--- config.mk ---
export PLATFORM = sky130hd
export DESIGN_NAME = xbar_demux
export DESIGN_NICKNAME = d
export VERILOG_FILES = /design/src/rtl/xbar_pkg.sv /design/src/rtl/xbar_err_resp.sv /design/src/rtl/xbar_demux.sv
export SDC_FILE = /design/constraint.sdc
export NUM_CORES = 1
export LEC_CHECK = 0
export CELL_PAD_IN_SITES_DETAIL_PLACEMENT = 0
export CELL_PAD_IN_SITES_GLOBAL_PLACEMENT = 1
export CORE_UTILIZATION = 16
export CTS_BUF_LIST = sky130_fd_sc_hd__clkbuf_4 sky130_fd_sc_hd__clkbuf_8 sky130_fd_sc_hd__clkbuf_16
export CTS_CLUSTER_SIZE = 20
export DETAILED_ROUTE_END_ITERATION = 7
export GPL_TIMING_DRIVEN = 1
export HOLD_SLACK_MARGIN = 0.15
export PLACE_DENSITY_LB_ADDON = 0.25
export SLEW_MARGIN = 20
export SYNTH_ARGS = -nofsm -noshare
export SYNTH_HDL_FRONTEND = slang
export SYNTH_SLANG_ARGS = --single-unit
--- constraint.sdc ---
create_clock -name clk_i -period 5.75 [get_ports clk_i]
set_clock_uncertainty 0.05 [all_clocks]
set_input_delay 1.15 -clock clk_i [delete_from_list [all_inputs] [get_ports clk_i]]
set_output_delay 1.15 -clock clk_i [all_outputs]
set_load 0.02 [all_outputs]
--- src/rtl/xbar_pkg.sv ---
// Address map and decode helper shared by the request router and its bench.
package xbar_pkg;

    localparam int NumDevices = 3;

    localparam int DevRam  = 0;
    localparam int DevUart = 1;
    localparam int DevGpio = 2;

    localparam logic [31:0] RAM_BASE  = 32'h1000_0000;
    localparam logic [31:0] RAM_MASK  = 32'h00FF_FFFF;
    localparam logic [31:0] UART_BASE = 32'h4000_0000;
    localparam logic [31:0] UART_MASK = 32'h0000_FFFF;
    localparam logic [31:0] GPIO_BASE = 32'h4001_0000;
    localparam logic [31:0] GPIO_MASK = 32'h0000_FFFF;

    localparam logic [NumDevices-1:0][31:0] ADDR_BASE = {GPIO_BASE, UART_BASE, RAM_BASE};
    localparam logic [NumDevices-1:0][31:0] ADDR_MASK = {GPIO_MASK, UART_MASK, RAM_MASK};

    typedef logic [$clog2(NumDevices+1)-1:0] dev_idx_t;

    // Descending scan so the lowest hitting index wins; index NumDevices means unmapped.
    function automatic dev_idx_t xbar_decode(input logic [31:0] addr);
        dev_idx_t idx;
        idx = dev_idx_t'(NumDevices);
        for (int i = NumDevices - 1; i >= 0; i--) begin
            if ((addr & ~ADDR_MASK[i]) == ADDR_BASE[i]) begin
                idx = dev_idx_t'(i);
            end
        end
        return idx;
    endfunction

endpackage

--- src/rtl/xbar_err_resp.sv ---
// Error target for unmapped addresses: counts pending error responses and
// presents an error beat for each one until the host takes it.
module xbar_err_resp #(
    parameter int CntW = 3
) (
    input  logic        clk_i,
    input  logic        rst_i,
    input  logic        req_accept_i,
    input  logic        rsp_ready_i,
    output logic        rsp_valid_o,
    output logic [31:0] rsp_rdata_o,
    output logic        rsp_err_o
);

    logic [CntW-1:0] err_cnt;
    logic            rsp_hs;

    assign rsp_valid_o = (err_cnt != '0);
    assign rsp_rdata_o = 32'h0;
    assign rsp_err_o   = 1'b1;
    assign rsp_hs      = rsp_valid_o & rsp_ready_i;

    always_ff @(posedge clk_i) begin
        if (rst_i) begin
            err_cnt <= '0;
        end else if (req_accept_i && !rsp_hs) begin
            err_cnt <= err_cnt + CntW'(1);
        end else if (!req_accept_i && rsp_hs) begin
            err_cnt <= err_cnt - CntW'(1);
        end
    end

endmodule

--- src/rtl/xbar_demux.sv ---
// 1:N request router with in-order response tracking, outstanding-depth
// back-pressure and an internal error target for unmapped addresses.
module xbar_demux
    import xbar_pkg::*;
#(
    parameter int                        NumDev         = 3,
    parameter int                        MaxOutstanding = 4,
    parameter logic [NumDev-1:0][31:0]   AddrBase       = ADDR_BASE,
    parameter logic [NumDev-1:0][31:0]   AddrMask       = ADDR_MASK
) (
    input  logic                     clk_i,
    input  logic                     rst_i,
    input  logic                     host_req_valid_i,
    output logic                     host_req_ready_o,
    input  logic [31:0]              host_req_addr_i,
    input  logic                     host_req_we_i,
    input  logic [31:0]              host_req_wdata_i,
    input  logic [3:0]               host_req_be_i,
    output logic                     host_rsp_valid_o,
    input  logic                     host_rsp_ready_i,
    output logic [31:0]              host_rsp_rdata_o,
    output logic                     host_rsp_err_o,
    output logic [NumDev-1:0]        dev_req_valid_o,
    input  logic [NumDev-1:0]        dev_req_ready_i,
    output logic [31:0]              dev_req_addr_o,
    output logic                     dev_req_we_o,
    output logic [31:0]              dev_req_wdata_o,
    output logic [3:0]               dev_req_be_o,
    input  logic [NumDev-1:0]        dev_rsp_valid_i,
    output logic [NumDev-1:0]        dev_rsp_ready_o,
    input  logic [NumDev-1:0][31:0]  dev_rsp_rdata_i,
    input  logic [NumDev-1:0]        dev_rsp_err_i
);

    localparam int              IdxW   = $clog2(NumDev + 1);
    localparam int              CntW   = $clog2(MaxOutstanding + 1);
    localparam logic [IdxW-1:0] ErrIdx = IdxW'(NumDev);
    localparam logic [CntW-1:0] CntMax = CntW'(MaxOutstanding);

    logic [IdxW-1:0] sel;
    logic [IdxW-1:0] cur_sel;
    logic [CntW-1:0] count;
    logic            busy;
    logic            stall;
    logic            sel_ready;
    logic            accept;
    logic            rsp_hs;
    logic            err_accept;
    logic            err_ready;
    logic            err_valid;
    logic [31:0]     err_rdata;
    logic            err_err;

    assign dev_req_addr_o  = host_req_addr_i;
    assign dev_req_we_o    = host_req_we_i;
    assign dev_req_wdata_o = host_req_wdata_i;
    assign dev_req_be_o    = host_req_be_i;

    assign busy = (count != '0);

    always_comb begin
        sel = ErrIdx;
        for (int i = NumDev - 1; i >= 0; i--) begin
            if ((host_req_addr_i & ~AddrMask[i]) == AddrBase[i]) begin
                sel = IdxW'(i);
            end
        end
    end

    // Switching targets waits for a full drain, which keeps responses in order.
    assign stall = (count == CntMax) || (busy && (sel != cur_sel));

    always_comb begin
        sel_ready       = 1'b1;
        dev_req_valid_o = '0;
        for (int i = 0; i < NumDev; i++) begin
            if (sel == IdxW'(i)) begin
                sel_ready          = dev_req_ready_i[i];
                dev_req_valid_o[i] = host_req_valid_i & ~stall & ~rst_i;
            end
        end
    end

    assign host_req_ready_o = sel_ready & ~stall & ~rst_i;
    assign accept           = host_req_valid_i & host_req_ready_o;
    assign err_accept       = accept && (sel == ErrIdx);

    // Ports not owning the current burst are drained so stray responses vanish.
    always_comb begin
        host_rsp_valid_o = 1'b0;
        host_rsp_rdata_o = 32'h0;
        host_rsp_err_o   = 1'b0;
        dev_rsp_ready_o  = '1;
        err_ready        = 1'b0;
        if (busy && !rst_i) begin
            if (cur_sel == ErrIdx) begin
                host_rsp_valid_o = err_valid;
                host_rsp_rdata_o = err_rdata;
                host_rsp_err_o   = err_err;
                err_ready        = host_rsp_ready_i;
            end
            for (int i = 0; i < NumDev; i++) begin
                if (cur_sel == IdxW'(i)) begin
                    host_rsp_valid_o   = dev_rsp_valid_i[i];
                    host_rsp_rdata_o   = dev_rsp_rdata_i[i];
                    host_rsp_err_o     = dev_rsp_err_i[i];
                    dev_rsp_ready_o[i] = host_rsp_ready_i;
                end
            end
        end
    end

    assign rsp_hs = host_rsp_valid_o & host_rsp_ready_i;

    always_ff @(posedge clk_i) begin
        if (rst_i) begin
            count   <= '0;
            cur_sel <= '0;
        end else begin
            if (accept) begin
                cur_sel <= sel;
            end
            if (accept && !rsp_hs) begin
                count <= count + CntW'(1);
            end else if (!accept && rsp_hs) begin
                count <= count - CntW'(1);
            end
        end
    end

    xbar_err_resp #(
        .CntW (CntW)
    ) u_err_resp (
        .clk_i        (clk_i),
        .rst_i        (rst_i),
        .req_accept_i (err_accept),
        .rsp_ready_i  (err_ready),
        .rsp_valid_o  (err_valid),
        .rsp_rdata_o  (err_rdata),
        .rsp_err_o    (err_err)
    );

endmodule

# Word level (Yosys, flattened, before mapping)
# Index checks and enable logic that the tools add are counted.
classes:
  add_sub_neg: 4
  n_eq_ne: 11
  mux: 33
  bitwise: 9
  reduce_logical: 19
ops:
  columns: ["cell", "count"]
  rows:
  - ["$mux 32", 4]
  - ["$eq 16x15->1 const B", 2]
  - ["$mux 1", 22]
  - ["$mux 3", 5]
  - ["$eq 2x2->1 const B", 4]
  - ["$eq 8x5->1 const B", 1]
  - ["$and 1x1->1", 7]
  - ["$logic_and 1x1->1", 7]
  - ["$add 3x1->3 const B", 2]
  - ["$reduce_bool 3->1", 2]
  - ["$sub 3x1->3 const B", 2]
  - ["$logic_not 1->1", 5]
  - ["$eq 2x1->1 const B", 2]
  - ["$logic_not 2->1", 2]
  - ["$mux 2", 2]
  - ["$reduce_bool 2->1", 2]
  - ["$eq 3x3->1 const B", 1]
  - ["$ne 2x2->1", 1]
  - ["$not 1->1", 2]
  - ["$logic_or 1x1->1", 1]
word_totals:
  reg_bits: 8
  in_bits: 178
  output_inout_bits: 110
  word_cells: 79

# Depth between registers and ports, before layout
logic_depth:
  depth_word: 16
  mapped_depth: 13

# By module
# From an unflattened synthesis, not the netlist that was laid out.
hier_totals:
  hier_cells: 277
  hier_area_um2: 2560.0
modules_own_cells:
  columns: ["mod", "instances", "cells_each", "area_each_um2", "seq_area_each_um2"]
  rows:
  - ["xbar_demux", 1, 226, 2147.1, 100.1]
  - ["xbar_err_resp", 1, 51, 412.9, 60.1]

# Worst setup path after synthesis
# No wires, ideal clock.
synth_timing:
  kind: "input port to output port"
  start: "input port host_req_addr_i[25]"
  end: "output port dev_req_valid_o[0]"
  t_arrival_ns: 2.917
  t_required_ns: 4.550
  slack_ns: 1.633
  stages: 6
  n_path_buf: 0
  cell_sequence: "nor4_4 -> nand2_2 -> or3_4 -> a211oi_4 -> o21ai_1 -> nor3_1"
synth_between:
  elab_chain_len: 11
synth_lines:
  columns: ["item", "line_no", "text"]
  rows:
  - ["from (decl)", "xbar_demux.sv:15", "input logic [31:0] host_req_addr_i,"]
  - ["$eq 16x15->1", "xbar_demux.sv:64", "if ((host_req_addr_i & ~AddrMask[i]) == AddrBase[i]) begin"]
  - ["$mux 1", "xbar_demux.sv:64", null]
  - ["$mux 2", "xbar_demux.sv:64", null]
  - ["$mux 2 *", "xbar_demux.sv:64", null]
  - ["$ne 2x2->1", "xbar_demux.sv:71", "assign stall = (count == CntMax) || (busy && (sel != cur_sel));"]
  - ["$logic_and 1x1->1", "xbar_demux.sv:71", null]
  - ["$logic_or 1x1->1", "xbar_demux.sv:71", null]
  - ["$not 1->1", "xbar_demux.sv:79", "dev_req_valid_o[i] = host_req_valid_i & ~stall & ~rst_i;"]
  - ["$and 1x1->1 (2 in a row)", "xbar_demux.sv:79", null]
  - ["$mux 1 *", "xbar_demux.sv:77", "if (sel == IdxW'(i)) begin"]
  - ["to (decl)", "xbar_demux.sv:23", "output logic [NumDev-1:0] dev_req_valid_o,"]
# Every way passes the cells marked *; elsewhere a longest branch is shown, timed or not.

# Final worst setup path
layout_timing:
  start: "input port host_req_addr_i[25]"
  end: "output port dev_req_valid_o[2]"
# Same word-level chain as after synthesis.

==> flow_summary.yaml <==
worst_setup_path:
  cp_top_family: "simple AND/OR/NAND/NOR gates"
  cpPeakStageDelay_ns: 0.64
  crit_path_start_kind: "input port"
  path_class: "input port to primary output"
  reg2reg_to: "count[2]$_SDFFE_PP0P_"
  end_kind: "primary output"
  worst_path_most_repeated_cell: "clkdlybuf4s50_1"
  cp.buffers_inverters: 2
  ff2ff_path_depth: 13
  crit_fanout: 9
  reg2reg_slack_ns: 2.31
  arrival_ns: 3.93
  r2r_start: "cur_sel[0]$_SDFFE_PP0P_"
  slowest_stage: "clkdlybuf4s50_1"
  required_ns: 4.55
  crit_chain: "clkdlybuf4s50_1, nor4_4, nand2_2, or3_4, a211oi_4, o21ai_1, nor3_1, clkdlybuf4s50_1"
clock_tree:
  clkSlewWorstSetupHoldPaths_ns: 0.03
  clockBufferDepth: 2
  root_buffer: "clkbuf_16"
  h-tree-depth: 1
  cts_made_buffers: 3
  cts_hold_repair.buffers: 0
  cts.sinks: 8
  clk_latency_ns: 0.23
  cts_tree: "done"
  cts_setup_buffers: 0
  cts-resized-gates: 0
layout:
  nets: 601
  drive_gt1_share_pct: 3.60
  final_common_cell: "clkdlybuf4s50_1"
  mostFrequentLayoutCells: "181 x clkdlybuf4s50_1, 78 x nor2_1, 37 x mux2i_1, 36 x a21oi_1, 7 x dfxtp_1"
  multiInputGateArea_mm2: 0.00135
  syn_to_final_growth_pct: 73.8
  register_area_um2: 161
  fill_cells: 1444
  stdcell_count: 589
  stdcell_area_mm2: 0.00365
  num_antenna_cells: 0
  postLayoutCoreUtil_pct: 28.7
grt:
  track_usage_pct: 10.9
  grt_pass1_wl_um: 11700
  grt_max_degree: 35
  grt.overflow.total: 0
  antenna_found_initial: 0
  grt_pass1_vias: 2323
detailed_routing:
  vias: 2433
  drc: 0
  drt_iter0_markers: 49
  viasPerCell: 4.13
  final_antenna_net_count: 0
  routedWlPerCell_um: 13.8
  wirelength_um: 8120
  dr.pass1.iters: 4
floorplan:
  dieHeight_um: 117
  die_area_mm2: 0.0136
  num_rows: 41
  ios: 288
  chipWidth_um: 117
  core_area_mm2: 0.0127
  initial_utilization_pct: 16.5
flow_run:
  cap_violations: 0
pwr:
  internal_power_mw: 0.561
  power.leakage_nw: 1.32
  p_seq_share_pct: 13.0
  peakVddDrop_mv: 0.113
  combinationalPowerShare_pct: 76.3
  p_sw_mw: 0.510
  power.density_mw_per_mm2: 293
  fin_total_pwr_mw: 1.07
  sw_frac_of_total_pct: 47.6
  clock_power_share_pct: 10.7
sta:
  slew_violations: 0
  layout_min_cycle_time_ns: 5.13
  tightest_slew_ns: 0.940
  setup_viol: 0
  post-route-period-util_pct: 89.3
  setup_tns_ns: 0
  rsz0062_at_grt: "no"
  fmax_ghz: 0.195
  layout_setup_ws_ns: 0.616
  hold_viol_final: 0
  relSlewSlack_pct: 37.3
  fin_hold_ws_ns: 0.432
placed_design:
  hpwl_um: 6730
  place_ws_ns: 0.631
  routabilityCongestion: 0.712
  post_dp_cell_area_mm2: 0.00358
  dp_cells: 586
  port_buffers: 181
yosys:
  synth_cell_types: 43
  ys_seq_elements: 8
  syn_avg_cell_area_um2: 6.67
  synth_warnings: 0
  synth_area_leaders: "buf_4 25%, mux2i_1 18%, nor2_1 14%"
  synth_seq_area_share_pct: 7.62
  async_flop_share_pct: 0
  synth_edf_count: 0
  synthFlopType: "dfxtp_1"
  yosys.area.top_type: "buf_4"
  syn-instance-count: 315
  synth_fp_nets: 497
  synth_top_area_share_pct: 24.6
  syn_area_mm2: 0.00210
worst_hold_path:
  min-delay-path-class: "register to register"
  hp-start: "u_err_resp.err_cnt[2]$_SDFFE_PP0P_"
  hold_depth: 2
  min_to: "u_err_resp.err_cnt[2]$_SDFFE_PP0P_"
status:
  status: "finished clean"
==> flip-flops by register name, summed over array words and instances, names as in the netlist <==
| signal | count |
|---|---|
| u_err_resp.err_cnt | 3 |
| count | 3 |
| cur_sel | 2 |
==> logic make-up (layout without fill, tap and decap cells) <==
kind of cell | count (synthesis) | in the layout | synth area share, %
adder cells (fa/ha/maj) | 4 | 4 | 3.10
multiplexers | 37 | 37 | 17.6
flip-flops | 8 | 8 | 7.62
XOR/XNOR | 4 | 4 | 1.67
AO/OA/AOI/OAI | 52 | 52 | 14.8
AND/OR/NAND/NOR | 120 | 120 | 26.7
buffers and inverters | 90 | 192 | 28.5
==> cell usage after synthesis (2+ instances only) <==
library cell  number
mux2i_1           37
clkbuf_1           9
o21ai_0            3
nor3b_1            3
nor3_1             6
nand3_1            6
xor2_1             4
nor2_1            79
dfxtp_1            8
inv_1              4
nor2b_1            3
fa_1               2
or3_1              3
nand2_1            6
nand2b_1           3
a21oi_1           36
ha_1               2
o21ai_1            2
buf_1              6
buf_4             69
buf_2              2
==> per-layer routing <==
| layer | part of all wire (%) | routed length [µm] | GRT usage (%) | up-vias |
|---|---|---|---|---|
| li1 | - | - | - | 1210 |
| met1 | 39 | 3130 | 12.1 | 1108 |
| met2 | 53 | 4270 | 20.8 | 101 |
| met3 | 8.2 | 669 | 3.22 | 14 |
| met4 | 0.58 | 47 | 1.43 | 0 |
| met5 | 0 | 0 | 0 | - |
==> worst min-delay path: stages, from the launching register on <==
cell	delay, ns
dfxtp_1	0.30
o21ai_0	0.07
a21oi_1	0.06
==> area by class of cell <==
cell class              instances  share of cell area (%)
clock buffers                   3                    2.05
inverters                       4                   0.411
multi-input cells             217                    36.8
flip-flops and latches          8                    4.42
well taps                     172                    5.89
repair buffers                185                    50.4
==> power groups by stage <==
| stage | clock (mW) | sequential (mW) | combinational (mW) |
|---|---|---|---|
| after global placement | 0 | 0.144 | 0.832 |
| after CTS | 0.118 | 0.143 | 0.838 |
| after detailed placement | 0 | 0.143 | 0.836 |
| after global routing | 0.122 | 0.148 | 0.901 |
| final | 0.114 | 0.139 | 0.818 |
| after floorplan | 0 | 0.0935 | 0.575 |
==> worst max-delay path by stage <==
stage | start | endpoint | slack, ns | depth (start not counted)
2_1_floorplan | host_req_addr_i[25] | dev_req_valid_o[0] | 1.63 | 6
3_3_place_gp | host_req_addr_i[25] | dev_req_valid_o[2] | 0.65 | 8
3_5_place_dp | host_req_addr_i[25] | dev_req_valid_o[0] | 0.63 | 8
4_1_cts | host_req_addr_i[25] | dev_req_valid_o[0] | 0.62 | 8
5_1_grt | host_req_addr_i[25] | dev_req_valid_o[2] | 0.47 | 8
6_report | host_req_addr_i[25] | dev_req_valid_o[2] | 0.62 | 8
Note: power is estimated with default switching activity, not from simulation.
